==> src/rtl/safe_pkg.sv <==
// Shared definitions for the safe-lock sequencer.
package safe_pkg;

   localparam int unsigned STATE_W     = 2;
   localparam int unsigned SECONDS_DEF = 50_000_000;

   typedef enum logic [STATE_W-1:0] {
      OPEN    = 2'd0,
      LOCKED  = 2'd1,
      ERROR   = 2'd2,
      LOCKOUT = 2'd3
   } state_t;

endpackage

==> src/rtl/safe_sec_timer.sv <==
// Cycle counter with a one-second terminal tick, plus a seconds counter.
// Both clear on clr and only advance while en is high.
module sec_timer #(
   parameter int unsigned SECONDS     = safe_pkg::SECONDS_DEF,
   parameter int unsigned LOCKOUT_SEC = 10,
   localparam int unsigned CYC_W = (SECONDS > 1) ? $clog2(SECONDS) : 1,
   localparam int unsigned SEC_W = (LOCKOUT_SEC > 1) ? $clog2(LOCKOUT_SEC) : 1
) (
   input  logic             clk,
   input  logic             rst,
   input  logic             clr,
   input  logic             en,
   output logic             tick,
   output logic [SEC_W-1:0] sec_cnt
);

   localparam logic [CYC_W-1:0] CYC_LAST = CYC_W'(SECONDS - 1);
   localparam logic [SEC_W-1:0] SEC_LAST = SEC_W'(LOCKOUT_SEC - 1);

   logic [CYC_W-1:0] cyc_cnt;

   // Terminal tick on the last cycle of each second while enabled.
   always_comb begin
      tick = en && (cyc_cnt == CYC_LAST);
   end

   // Cycle and second counters; the seconds count stops at its last value
   // because the owning state exits on that terminal count anyway.
   always_ff @(posedge clk or negedge rst) begin
      if (!rst) begin
         cyc_cnt <= '0;
         sec_cnt <= '0;
      end else if (clr) begin
         cyc_cnt <= '0;
         sec_cnt <= '0;
      end else if (en) begin
         if (tick) begin
            cyc_cnt <= '0;
            if (sec_cnt != SEC_LAST) sec_cnt <= sec_cnt + 1'b1;
         end else begin
            cyc_cnt <= cyc_cnt + 1'b1;
         end
      end
   end

endmodule

==> src/rtl/safe_ctrl.sv <==
// Safe-lock sequencer: stores a code, locks, checks entered codes, shows a
// one-second error indication and enforces a timed lockout after repeated
// wrong codes. Outputs are Moore decodes of the state register.
module safe_ctrl
   import safe_pkg::*;
#(
   parameter int unsigned SECONDS     = SECONDS_DEF,
   parameter int unsigned CODE_W      = 4,
   parameter int unsigned MAX_FAILS   = 3,
   parameter int unsigned LOCKOUT_SEC = 10,
   localparam int unsigned FAIL_W = $clog2(MAX_FAILS + 1),
   localparam int unsigned SEC_W  = (LOCKOUT_SEC > 1) ? $clog2(LOCKOUT_SEC) : 1
) (
   input  logic              clk,
   input  logic              rst,
   input  logic              save,
   input  logic              lock,
   input  logic [CODE_W-1:0] code_in,
   output logic              unlocked,
   output logic              locked,
   output logic              err,
   output logic              lockout,
   output logic [FAIL_W-1:0] fail_cnt
);

   localparam logic [FAIL_W-1:0] FAIL_MAX = FAIL_W'(MAX_FAILS);
   localparam logic [SEC_W-1:0]  SEC_LAST = SEC_W'(LOCKOUT_SEC - 1);

   state_t              state, state_next;
   logic [CODE_W-1:0]   code_reg, code_next;
   logic                code_valid, valid_next;
   logic [FAIL_W-1:0]   fail_next;
   logic                save_ok, lock_ok;
   logic                tmr_clr, tmr_en, tick;
   logic [SEC_W-1:0]    sec_cnt;

   sec_timer #(
      .SECONDS     (SECONDS),
      .LOCKOUT_SEC (LOCKOUT_SEC)
   ) u_timer (
      .clk     (clk),
      .rst     (rst),
      .clr     (tmr_clr),
      .en      (tmr_en),
      .tick    (tick),
      .sec_cnt (sec_cnt)
   );

   // Registers for state, stored code and consecutive-failure count.
   always_ff @(posedge clk or negedge rst) begin
      if (!rst) begin
         state      <= OPEN;
         code_reg   <= '0;
         code_valid <= 1'b0;
         fail_cnt   <= '0;
      end else begin
         state      <= state_next;
         code_reg   <= code_next;
         code_valid <= valid_next;
         fail_cnt   <= fail_next;
      end
   end

   // Next-state, code and failure-count logic; defaults hold everything.
   always_comb begin
      state_next = state;
      code_next  = code_reg;
      valid_next = code_valid;
      fail_next  = fail_cnt;
      save_ok    = save && !lock;
      lock_ok    = lock && !save;
      unique case (state)
         OPEN: begin
            if (save_ok) begin
               code_next  = code_in;
               valid_next = 1'b1;
            end else if (lock_ok && code_valid) begin
               state_next = LOCKED;
            end
         end
         LOCKED: begin
            if (save_ok) begin
               if (code_in == code_reg) begin
                  state_next = OPEN;
                  fail_next  = '0;
               end else begin
                  state_next = ERROR;
                  if (fail_cnt != FAIL_MAX) fail_next = fail_cnt + 1'b1;
               end
            end
         end
         ERROR: begin
            if (tick) state_next = (fail_cnt == FAIL_MAX) ? LOCKOUT : LOCKED;
         end
         LOCKOUT: begin
            if (tick && (sec_cnt == SEC_LAST)) begin
               state_next = LOCKED;
               fail_next  = '0;
            end
         end
         default: state_next = OPEN;
      endcase
   end

   // Timer runs only in the timed states and restarts on every state change.
   always_comb begin
      tmr_en  = (state == ERROR) || (state == LOCKOUT);
      tmr_clr = (state_next != state);
   end

   // Moore output decode: exactly one indicator is high.
   always_comb begin
      unlocked = (state == OPEN);
      locked   = (state == LOCKED);
      err      = (state == ERROR);
      lockout  = (state == LOCKOUT);
   end

endmodule

==> config.mk <==
export PLATFORM = sky130hd
export DESIGN_NAME = safe_ctrl
export DESIGN_NICKNAME = d
export VERILOG_FILES = /design/src/rtl/safe_pkg.sv /design/src/rtl/safe_sec_timer.sv /design/src/rtl/safe_ctrl.sv
export SDC_FILE = /design/constraint.sdc
export NUM_CORES = 1
export LEC_CHECK = 0
export ABC_AREA = 1
export BUFFER_PORTS_ARGS = -buffer_cell sky130_fd_sc_hd__buf_2
export CAP_MARGIN = 20
export CORE_MARGIN = 5
export CORE_UTILIZATION = 40
export DETAILED_ROUTE_END_ITERATION = 8
export SYNTH_ARGS = -nofsm -noshare
export SYNTH_HDL_FRONTEND = slang
export SYNTH_HIERARCHICAL = 1
export SYNTH_SLANG_ARGS = --single-unit
==> constraint.sdc <==
create_clock -name clk -period 2.6 [get_ports clk]
set_input_delay 0.26 -clock clk [delete_from_list [all_inputs] [get_ports clk]]
set_output_delay 0.26 -clock clk [all_outputs]
set_load 0.03 [all_outputs]
==> impl_metrics.yaml, run 1 <==
layout:
  area_growth_pct: 26.6
  final_cell_mix: "118 x nand2_1, 67 x nor2_1, 39 x dfrtp_1, 39 x buf_4, 38 x inv_1"
  largest_register_ffs: 26
  drive_above_1_share_pct: 26.7
  layout.cells.non_filler: 512
  fin_nets: 447
  layout_commonest_cell: "nand2_1"
  antenna_cells: 0
placement:
  port_buffers: 13
  pre_cts_ws_ps: -69.3
  dp.cells: 494
  dp_hpwl_mm: 4.47
  globalplace.congestion: 0.849
sta:
  tns_ps: 0
  finalSetupViolCount: 0
  clock_skew_ps: 3.09
  drv_slew: 0
  slew_headroom_pct: 40.5
  fmax_mhz: 395
  rsz0062_at_grt: "yes"
  hold_viol_final: 0
  post-route-min-period_ps: 2530
  worst_slack_ps: 70.6
  tightestPinTransition_ps: 893
  period_share_pct: 97.3
cts:
  cts_tree: "built"
  cts-root-buf: "clkbuf_8"
  cts_buffers: 5
  cts_num_sinks: 39
  clk_pin_slew_worst_paths_ps: 80
  cts_buffer_depth: 2
  htree_levels: 2
  cts_hold_buf: 0
  clock_latency_ps: 290
run_status:
  status: "finished, final reports clean"
floorplan:
  core_um2: 6240
  fp.dieW_um: 89.6
  initial_utilization_pct: 40.6
  ios: 14
  fp-row-count: 29
  die_h_um: 89.6
  die_area_um2: 8030
synthesis:
  synth_cell_types: 32
  ys_ff_latch: 39
  syn-cell-area_um2: 2540
  ys_seq_area_share_pct: 38.5
  synth_area_per_cell_um2: 6.71
  synth_top_family_by_area: "simple AND/OR/NAND/NOR gates"
  syn_nets: 390
  synth_compound_area_share_pct: 2.61
  synthXorXnorAreaFrac_pct: 2.42
  syn-instance-count: 378
  ys_warn_count: 6
  muxShareOfSynthArea_pct: 0
  synth-simple-area-share_pct: 46.2
  synth-adder-area-share_pct: 1.97
worst_setup_path:
  crit_buf_inv: 3
  worstSetupPathType: "flop to flop"
  worstPathMaxFanout: 4
  critPathSlowestCell: "dfrtp_1"
  crit_chain: "inv_2 -> or2_4 -> nor2_2 -> nand4_1 -> nor3_4 -> buf_4 -> nand3_2 -> a21oi_2 -> nand3_1 -> nand3_2 -> nor2_4 -> buf_6 -> nor2_4 -> nand3_4 -> nor2_4 -> nand2_1 -> nand2_1 -> nand2_1 -> nor2_1"
  cp-start-kind: "flop"
  critical-path-top-delay-family: "simple AND/OR/NAND/NOR gates"
  worst_ep_arrival_time_ps: 2750
  critPathRequiredTime_ps: 2820
  worst_setup_path_end_kind: "flop"
  cp_slowest_stage_delay_ps: 360
route:
  drtIter0Drc: 98
  drc: 0
  ant_nets: 0
  wl_mm: 6.19
  routed-via-count: 2420
  viasPerCell: 4.73
  wl_per_cell_um: 12.1
  drtPass1Iterations: 4
power:
  powerDensity_nw_per_um2: 455
  seqPwrFrac_pct: 48.2
  p_leak_nw: 1.58
  ir_drop_uv: 267
  swShare_pct: 30.8
  switching_power_mw: 0.449
  total_power_mw: 1.46
  p_int_mw: 1.01
  p_comb_share_pct: 22.6
  clockPowerShare_pct: 29.2
global_routing:
  antenna_found_initial: 0
  grt_pass1_vias: 2340
  grt_pass1_wl_mm: 10.4
  overflow: 0
  grt_usage_pct: 16.6
  grt_max_degree: 40
hold_path:
  min_path_type: "primary input to async pin"
flow_run:
  drv_cap: 0
-- layer usage --
layer	part of all wire, %	GRT usage, %	up-vias
met4	0.89	4.60	0
met3	2.6	2.83	5
met1	47	21.6	1105
li1	-	-	1282
met5	0	0	-
met2	49	28.3	28
-- worst paths after layout --
check                      depth (start not counted)                  end  slack (ps)                 from
min in group clk                                   3          code_reg[0]         250           code_in[0]
hold reg to reg                                    2           code_valid         480           code_valid
setup / recovery                                  19  u_timer/cyc_cnt[14]          70  u_timer/cyc_cnt[25]
hold / removal                                     1   u_timer/cyc_cnt[6]          90                  rst
max in group asynchronous                          1  u_timer/cyc_cnt[20]        1950                  rst
setup reg to reg                                  19  u_timer/cyc_cnt[14]          70  u_timer/cyc_cnt[25]
-- what timing repair did --
action,in CTS,in global routing
pin swaps,8,21
cloned,0,0
setup endpoints to repair,8,29
gates resized for setup,10,26
buffers inserted,4,8
-- per-stage QoR --
| stage | hold WS [ps] | instance area [um2] | utilization, % |
|---|---|---|---|
| 6_report | 89.5 | 3210 | 51.4 |
| 5_1_grt | 170 | 3210 | 51.4 |
| 3_3_place_gp | 450 | 2910 | 46.6 |
| 2_1_floorplan | -35.6 | 2550 | - |
| 3_5_place_dp | 440 | 2910 | 46.6 |
| 4_1_cts | 125 | 3070 | 49.1 |
-- power groups by stage --
stage | logic [mW] | registers (mW) | clock network, mW
2_1_floorplan | 0.162 | 0.730 | 0
3_3_place_gp | 0.308 | 0.714 | 0
3_5_place_dp | 0.307 | 0.716 | 0
4_1_cts | 0.313 | 0.704 | 0.436
5_1_grt | 0.374 | 0.715 | 0.459
6_report | 0.329 | 0.704 | 0.426
-- cell usage after synthesis --
library cell / n / area (um2)
inv_2: 4 / 15.0
nand2_2: 6 / 37.5
buf_2: 1 / 5.00
nor2_4: 1 / 11.3
nand2_1: 122 / 458
buf_6: 2 / 22.5
xnor2_1: 2 / 17.5
nand4_1: 7 / 43.8
inv_1: 40 / 150
nor3_4: 1 / 16.3
clkbuf_1: 1 / 3.75
nor2_1: 76 / 285
nor2_2: 9 / 56.3
nand3_2: 2 / 20.0
inv_4: 1 / 6.26
nand4_4: 1 / 21.3
nand3_1: 24 / 120
nor3_1: 10 / 50.1
nor3b_1: 1 / 7.51
nand2_4: 1 / 11.3
or2_2: 1 / 6.26
nand3b_1: 2 / 15.0
a21oi_1: 4 / 20.0
dfrtp_1: 39 / 976
o21ai_0: 6 / 30.0
xor2_1: 5 / 43.8
ha_1: 4 / 50.1
and2_1: 1 / 6.26
nor4_1: 1 / 6.26
a21oi_2: 1 / 8.76
o21a_1: 1 / 7.51
buf_4: 1 / 7.51
-- worst register-to-register path, cell delays in order (launching register included) --
cell,delay (ps)
dfrtp_1,360
inv_2,40
or2_4,250
nor2_2,90
nand4_1,140
nor3_4,180
buf_4,150
nand3_2,80
a21oi_2,170
nand3_1,110
nand3_2,120
nor2_4,70
buf_6,140
nor2_4,120
nand3_4,90
nor2_4,110
nand2_1,50
nand2_1,60
nand2_1,40
nor2_1,100
-- final cells by class --
cell class,instances,area (um2)
multi-input combinational,289,1490
clock inverter,1,5.00
tap,77,96.3
timing repair buffer,55,392
inverter,45,171
fill,645,3030
clock buffer,6,82.6
sequential,39,976
-- cells by family (layout without fill, tap and decap cells) --
family | count (synthesis) | in the layout
simple gates | 266 | 266
fa+ha+maj | 4 | 4
xor+xnor | 7 | 7
buf+inv | 50 | 107
flops | 39 | 39
compound gates | 12 | 12
(Power assumes the default switching activity.)
==> run 2: changes to the inputs <==
--- a/config.mk
+++ b/config.mk
@@ -5,7 +5,6 @@
 export SDC_FILE = /design/constraint.sdc
 export NUM_CORES = 1
 export LEC_CHECK = 0
-export ABC_AREA = 1
 export BUFFER_PORTS_ARGS = -buffer_cell sky130_fd_sc_hd__buf_2
 export CAP_MARGIN = 20
 export CORE_MARGIN = 5
==> run 2 against run 1 <==
The flow now finishes with violations (negative setup slack). Worst setup slack got worse by 130 ps. Non-clock buffer count increased by 2. Sequential power down 14%. Clock power increased by 8.5%. Clock skew is 0.74 ps higher. Register-to-register slack got worse by 130 ps. Total power decreased by 25%. Cell area shrank 7.6%. Sequential cell count unchanged. Utilization is 1.5 points higher. Largest cell class unchanged. Largest power group unchanged.
==> impl_metrics.yaml, run 2 <==
synthesis:
  syn-cell-area_um2: 2340
  yosysTopAreaCell: "dfrtp_1"
  syn_nets: 252
  synth_area_per_cell_um2: 9.76
  synth.area.top_cells: "dfrtp_1 42%, xor2_1 4.9%, a21oi_1 4.1%, o31ai_1 2.9%, nand2_1 2.7%"
  syn-instance-count: 240
  synth_top_area_share_pct: 41.6
  synth.most_common_cell: "dfrtp_1"
  synth_edf_count: 0
  ys_seq_area_share_pct: 41.6
  synthArstFlopShare_pct: 100
  ys_warn_count: 6
  synthFlopType: "dfrtp_1"
  ys_ff_latch: 39
  synth_common_cells: "39 x dfrtp_1, 19 x a21oi_1, 17 x nand2_1"
  synth_cell_types: 47
power:
  swShare_pct: 21.9
  p_int_mw: 0.853
  switching_power_mw: 0.239
  seqPwrFrac_pct: 55.5
  p_leak_nw: 1.31
  ir_drop_uv: 231
  clockPowerShare_pct: 42.3
  powerDensity_nw_per_um2: 368
  p_comb_share_pct: 2.3
sta:
  rsz0062_at_grt: "yes"
  clock_skew_ps: 3.84
  post-route-min-period_ps: 2660
  tns_ps: -356
  worst_slack_ps: -64.4
  finalSetupViolCount: 9
  period_share_pct: 102
  hold_viol_final: 0
  slew_headroom_pct: 40.9
  fmax_mhz: 375
  drv_slew: 0
  tightestPinTransition_ps: 887
worst_setup_path:
  critPathSlowestCell: "or3_1"
  cp_slowest_stage_delay_ps: 450
  timing.rr.end: "u_timer/cyc_cnt[13]"
  r2r_cells: 12
  critical-path-top-delay-family: "simple AND/OR/NAND/NOR gates"
  worstPathMaxFanout: 6
  worst_ep_arrival_time_ps: 2890
  crit_buf_inv: 1
  path_depth: 12
  r2r-start: "u_timer/cyc_cnt[16]"
  worst_setup_path_end_kind: "flop"
  r2r_slack_ps: -60
  crit_chain: "nor4_4 -> nand4_4 -> nor2_4 -> nand4b_1 -> nor2_2 -> nand2_1 -> a31oi_2 -> o211a_1 -> buf_4 -> nand4_1 -> or3_1 -> a21oi_2"
  critPathLaunch: "u_timer/cyc_cnt[16]"
  critPathRequiredTime_ps: 2830
  cp-start-kind: "flop"
  worstSetupPathType: "flop to flop"
floorplan:
  ios: 14
  fp-row-count: 27
  fp.dieW_um: 86.5
  initial_utilization_pct: 41.8
  die_area_um2: 7490
  die_h_um: 86.5
  core_um2: 5610
placement:
  pre_cts_ws_ps: -109
  placed_area_um2: 2730
  dp.cells: 349
  port_buffers: 13
  globalplace.congestion: 0.784
  dp_hpwl_mm: 3.80
global_routing:
  grt_max_degree: 40
  grt_usage_pct: 15.3
  grt_pass1_vias: 1886
  overflow: 0
  antenna_found_initial: 0
  grt_pass1_wl_mm: 9.07
layout:
  final_cell_mix: "39 x dfrtp_1, 38 x buf_4, 17 x nand2_1"
  fin_nets: 302
  layout_commonest_cell: "dfrtp_1"
  antenna_cells: 0
  largest_register_ffs: 26
  drive_above_1_share_pct: 34.4
  fillers: 538
  layout.cells.non_filler: 363
  area_growth_pct: 26.6
  final_area_um2: 2970
cts:
  clk_pin_slew_worst_paths_ps: 80
  cts_buffer_depth: 2
  cts_tree: "built"
  clock_latency_ps: 290
  cts-root-buf: "clkbuf_8"
  cts_num_sinks: 39
  htree_levels: 2
  cts_buffers: 5
run_status:
  status: "finished, violations left"
  violations: "negative setup slack"
route:
  viasPerCell: 5.44
  drc: 0
  drtPass1Iterations: 4
  drtIter0Drc: 124
  ant_nets: 0
  wl_per_cell_um: 15.2
  routed-via-count: 1975
  wl_mm: 5.51
hold_path:
  min_path_type: "primary input to async pin"
flow_run:
  drv_cap: 0
[run 2: cell types whose count changed after synthesis, sizes merged, moves of 9 or more]
cell / change
nor3: -10
nand3: -15
inv: -36
a21oi: +14
o31ai: +9
nor2: -71
nand2: -112
[run 2: kinds of logic after synthesis]
logic type | count (synthesis) | synth area share [%]
simple gates | 100 | 28.3
compound gates | 56 | 15.4
flops | 39 | 41.6
buf+inv | 23 | 5.39
xor+xnor | 14 | 5.23
mux | 4 | 1.92
fa+ha+maj | 4 | 2.14
[run 2: power by group through the flow]
stage,clock (mW),combinational (mW),sequential (mW)
after floorplan,0,0.00560,0.618
after global placement,0,0.0260,0.618
after detailed placement,0,0.0256,0.618
after CTS,0.478,0.0257,0.606
after global routing,0.513,0.0285,0.606
final,0.462,0.0248,0.606
[run 2: worst max path at each step]
stage / end / slack, ps
global route: u_timer/cyc_cnt[21] / -320
finish: u_timer/cyc_cnt[13] / -60
global placement: u_timer/cyc_cnt[16] / 20
CTS: u_timer/cyc_cnt[16] / -60
floorplan: u_timer/cyc_cnt[16] / -150
detailed placement: u_timer/cyc_cnt[19] / -110
[run 2: repair_timing]
| action | in CTS | in global routing |
|---|---|---|
| hold buffers | 0 | 0 |
| buffers inserted | 1 | 3 |
| pin swaps | 6 | 10 |
| resized for setup | 2 | 20 |
| setup endpoints to repair | 10 | 24 |
| cloned | 0 | 3 |
[run 2: cell type report]
class | count | area [um2] | area share [%]
clock buffer | 7 | 96.3 | 3.25
clock inverter | 1 | 7.51 | 0.253
inverter | 9 | 33.8 | 1.14
multi-input combinational | 178 | 1340 | 45.1
sequential | 39 | 976 | 32.9
tap | 72 | 90.1 | 3.04
timing repair buffer | 57 | 425 | 14.3
[run 2: through the flow]
step                      utilization, %  power, mW  hold WS [ps]
final                               52.9       1.09          83.8
after global routing                52.9       1.15           135
after CTS                           50.9       1.11           103
after detailed placement            48.7      0.644           426
after global placement              48.7      0.644           441
after floorplan                        -      0.624         -35.6
[run 2: routing by layer]
layer / wire length, um / track usage [%]
met2: 2620 / 24.8
met3: 129 / 3.14
met1: 2680 / 20.3
met5: 0 / 0
met4: 73 / 5.10
==> run 3: changes to the inputs <==
--- a/config.mk
+++ b/config.mk
@@ -8,7 +8,7 @@
 export BUFFER_PORTS_ARGS = -buffer_cell sky130_fd_sc_hd__buf_2
 export CAP_MARGIN = 20
 export CORE_MARGIN = 5
-export CORE_UTILIZATION = 40
+export CORE_UTILIZATION = 35
 export DETAILED_ROUTE_END_ITERATION = 8
 export SYNTH_ARGS = -nofsm -noshare
 export SYNTH_HDL_FRONTEND = slang
==> run 3 against run 2 <==
The run still ends with negative setup slack left. Largest cell class unchanged. Critical path type unchanged. Sequential share of layout area is 0.14 points lower. Highest routed layer unchanged. Largest power group unchanged. Worst setup slack worse by 160 ps. Via count grew 3.9%. Clock skew is essentially flat. Clock power decreased by 13%. Die area increased by 13%. Sequential cell count stayed put.
==> impl_metrics.yaml, run 3 (synthesis results as in run 2) <==
route:
  wl_mm: 5.78
  wl_per_cell_um: 15.6
  drtPass1Iterations: 4
  drtIter0Drc: 87
  routed-via-count: 2053
  ant_nets: 0
  viasPerCell: 5.53
  drc: 0
cts:
  clk_pin_slew_worst_paths_ps: 80
  clock_latency_ps: 290
  cts-root-buf: "clkbuf_8"
  cts_hold_buf: 0
  cts_tree: "built"
  cts_buffers: 5
  cts_buffer_depth: 2
  cts_num_sinks: 39
  htree_levels: 2
power:
  switching_power_mw: 0.239
  ir_drop_uv: 285
  p_comb_share_pct: 2.4
  p_leak_nw: 1.32
  p_int_mw: 0.796
  clockPowerShare_pct: 39.0
  powerDensity_nw_per_um2: 347
  seqPwrFrac_pct: 58.5
  swShare_pct: 23.1
global_routing:
  overflow: 0
  use_met3_pct: 2.62
  grt_util_met1_pct: 18.9
  grt_pass1_vias: 2000
  grt_busiest_layer: "met2"
  grt_pass1_wl_mm: 9.73
  use_met2_pct: 22.8
  grt_usage_pct: 14.1
  grt_max_degree: 40
  antenna_found_initial: 0
floorplan:
  die_area_um2: 8430
  initial_utilization_pct: 36.5
  fp.dieW_um: 91.8
  fp-row-count: 29
  core_um2: 6420
  die_h_um: 91.8
  ios: 14
worst_setup_path:
  worstSetupPathType: "flop to flop"
  critPathRequiredTime_ps: 2830
  worst_ep_arrival_time_ps: 3050
  worst_setup_path_end_kind: "flop"
  worstPathMaxFanout: 4
  cp-start-kind: "flop"
  r2r_cells: 12
sta:
  tns_ps: -1340
  hold_viol_final: 0
  finalSetupViolCount: 10
  tightestPinTransition_ps: 918
  period_share_pct: 109
  slew_headroom_pct: 38.8
  worst_slack_ps: -221
  drv_slew: 0
  rsz0062_at_grt: "yes"
  clock_skew_ps: 3.83
  fmax_mhz: 354
  post-route-min-period_ps: 2820
layout:
  area_growth_pct: 27.2
  fillers: 597
  final_util_pct: 46.4
  drive_above_1_share_pct: 35.0
  layout_commonest_cell: "buf_4"
  antenna_cells: 0
  fin_nets: 305
  final_area_um2: 2980
  final_cell_mix: "42 x buf_4, 39 x dfrtp_1, 17 x nand2_1"
  largest_register_ffs: 26
flow_run:
  drv_cap: 0
placement:
  dp_hpwl_mm: 3.92
  globalplace.congestion: 0.800
  port_buffers: 13
  placed_area_um2: 2720
run_status:
  violations: "negative setup slack"
  status: "finished, violations left"
hold_path:
  min_path_type: "primary input to async pin"
==> run 3: path summary, 6_finish.rpt <==
path	start	endpoint	slack, ps
min	rst	code_reg[0]	80
max in group asynchronous	rst	u_timer/cyc_cnt[24]	1930
max	u_timer/cyc_cnt[8]	u_timer/cyc_cnt[23]	-220
min in group clk	code_in[0]	code_reg[0]	210
max reg2reg	u_timer/cyc_cnt[8]	u_timer/cyc_cnt[23]	-220
min reg2reg	code_valid	code_valid	480
==> run 3: what timing repair did <==
item / in CTS / in global routing
resized for setup: 1 / 23
pin swaps: 2 / 21
buffers inserted: 5 / 7
endpoints found under the setup margin: 9 / 24
gates cloned: 0 / 2
==> run 3: routing by layer <==
metal | wire length, um | vias up
met3 | 147 | 8
met2 | 2800 | 28
met4 | 82 | 0
li1 | - | 999
met5 | 0 | -
met1 | 2750 | 1018
==> run 3: per-stage QoR <==
stage | instances | setup slack, ps | hold slack, ps | power [mW]
finish | 371 | -221 | 79.6 | 1.04
global route | 371 | -421 | 167 | 1.08
CTS | 365 | -79.7 | 123 | 1.05
detailed placement | 352 | -114 | 445 | 0.644
global placement | 352 | -1.46 | 442 | 0.644
floorplan | 240 | -150 | -35.6 | 0.624
==> run 3: critical path: stages, from the launching register on <==
cell and delay, ps:
dfrtp_1 420, nor4_4 340, nand4_4 140, nor2_4 110
nand4b_1 110, nor2_2 120, nand2_1 80, a31oi_2 230
o211a_1 260, nand4_1 120, buf_4 170, or4_4 530
a21oi_2 120
==> run 3: final cells by class <==
| cell class | count | area [um2] | area share [%] |
|---|---|---|---|
| Clock inverter | 3 | 15.0 | 0.504 |
| Sequential cell | 39 | 976 | 32.7 |
| Multi-Input combinational cell | 178 | 1340 | 45.0 |
| Inverter | 9 | 33.8 | 1.13 |
| Clock buffer | 5 | 68.8 | 2.31 |
| Timing Repair Buffer | 60 | 450 | 15.1 |
| Tap cell | 77 | 96.3 | 3.23 |
==> run 3: power by group through the flow <==
stage,clock (mW),combinational [mW],sequential [mW]
after floorplan,0,0.00560,0.618
after global placement,0,0.0261,0.618
after detailed placement,0,0.0263,0.618
after CTS,0.420,0.0265,0.606
after global routing,0.447,0.0298,0.606
final,0.404,0.0252,0.606
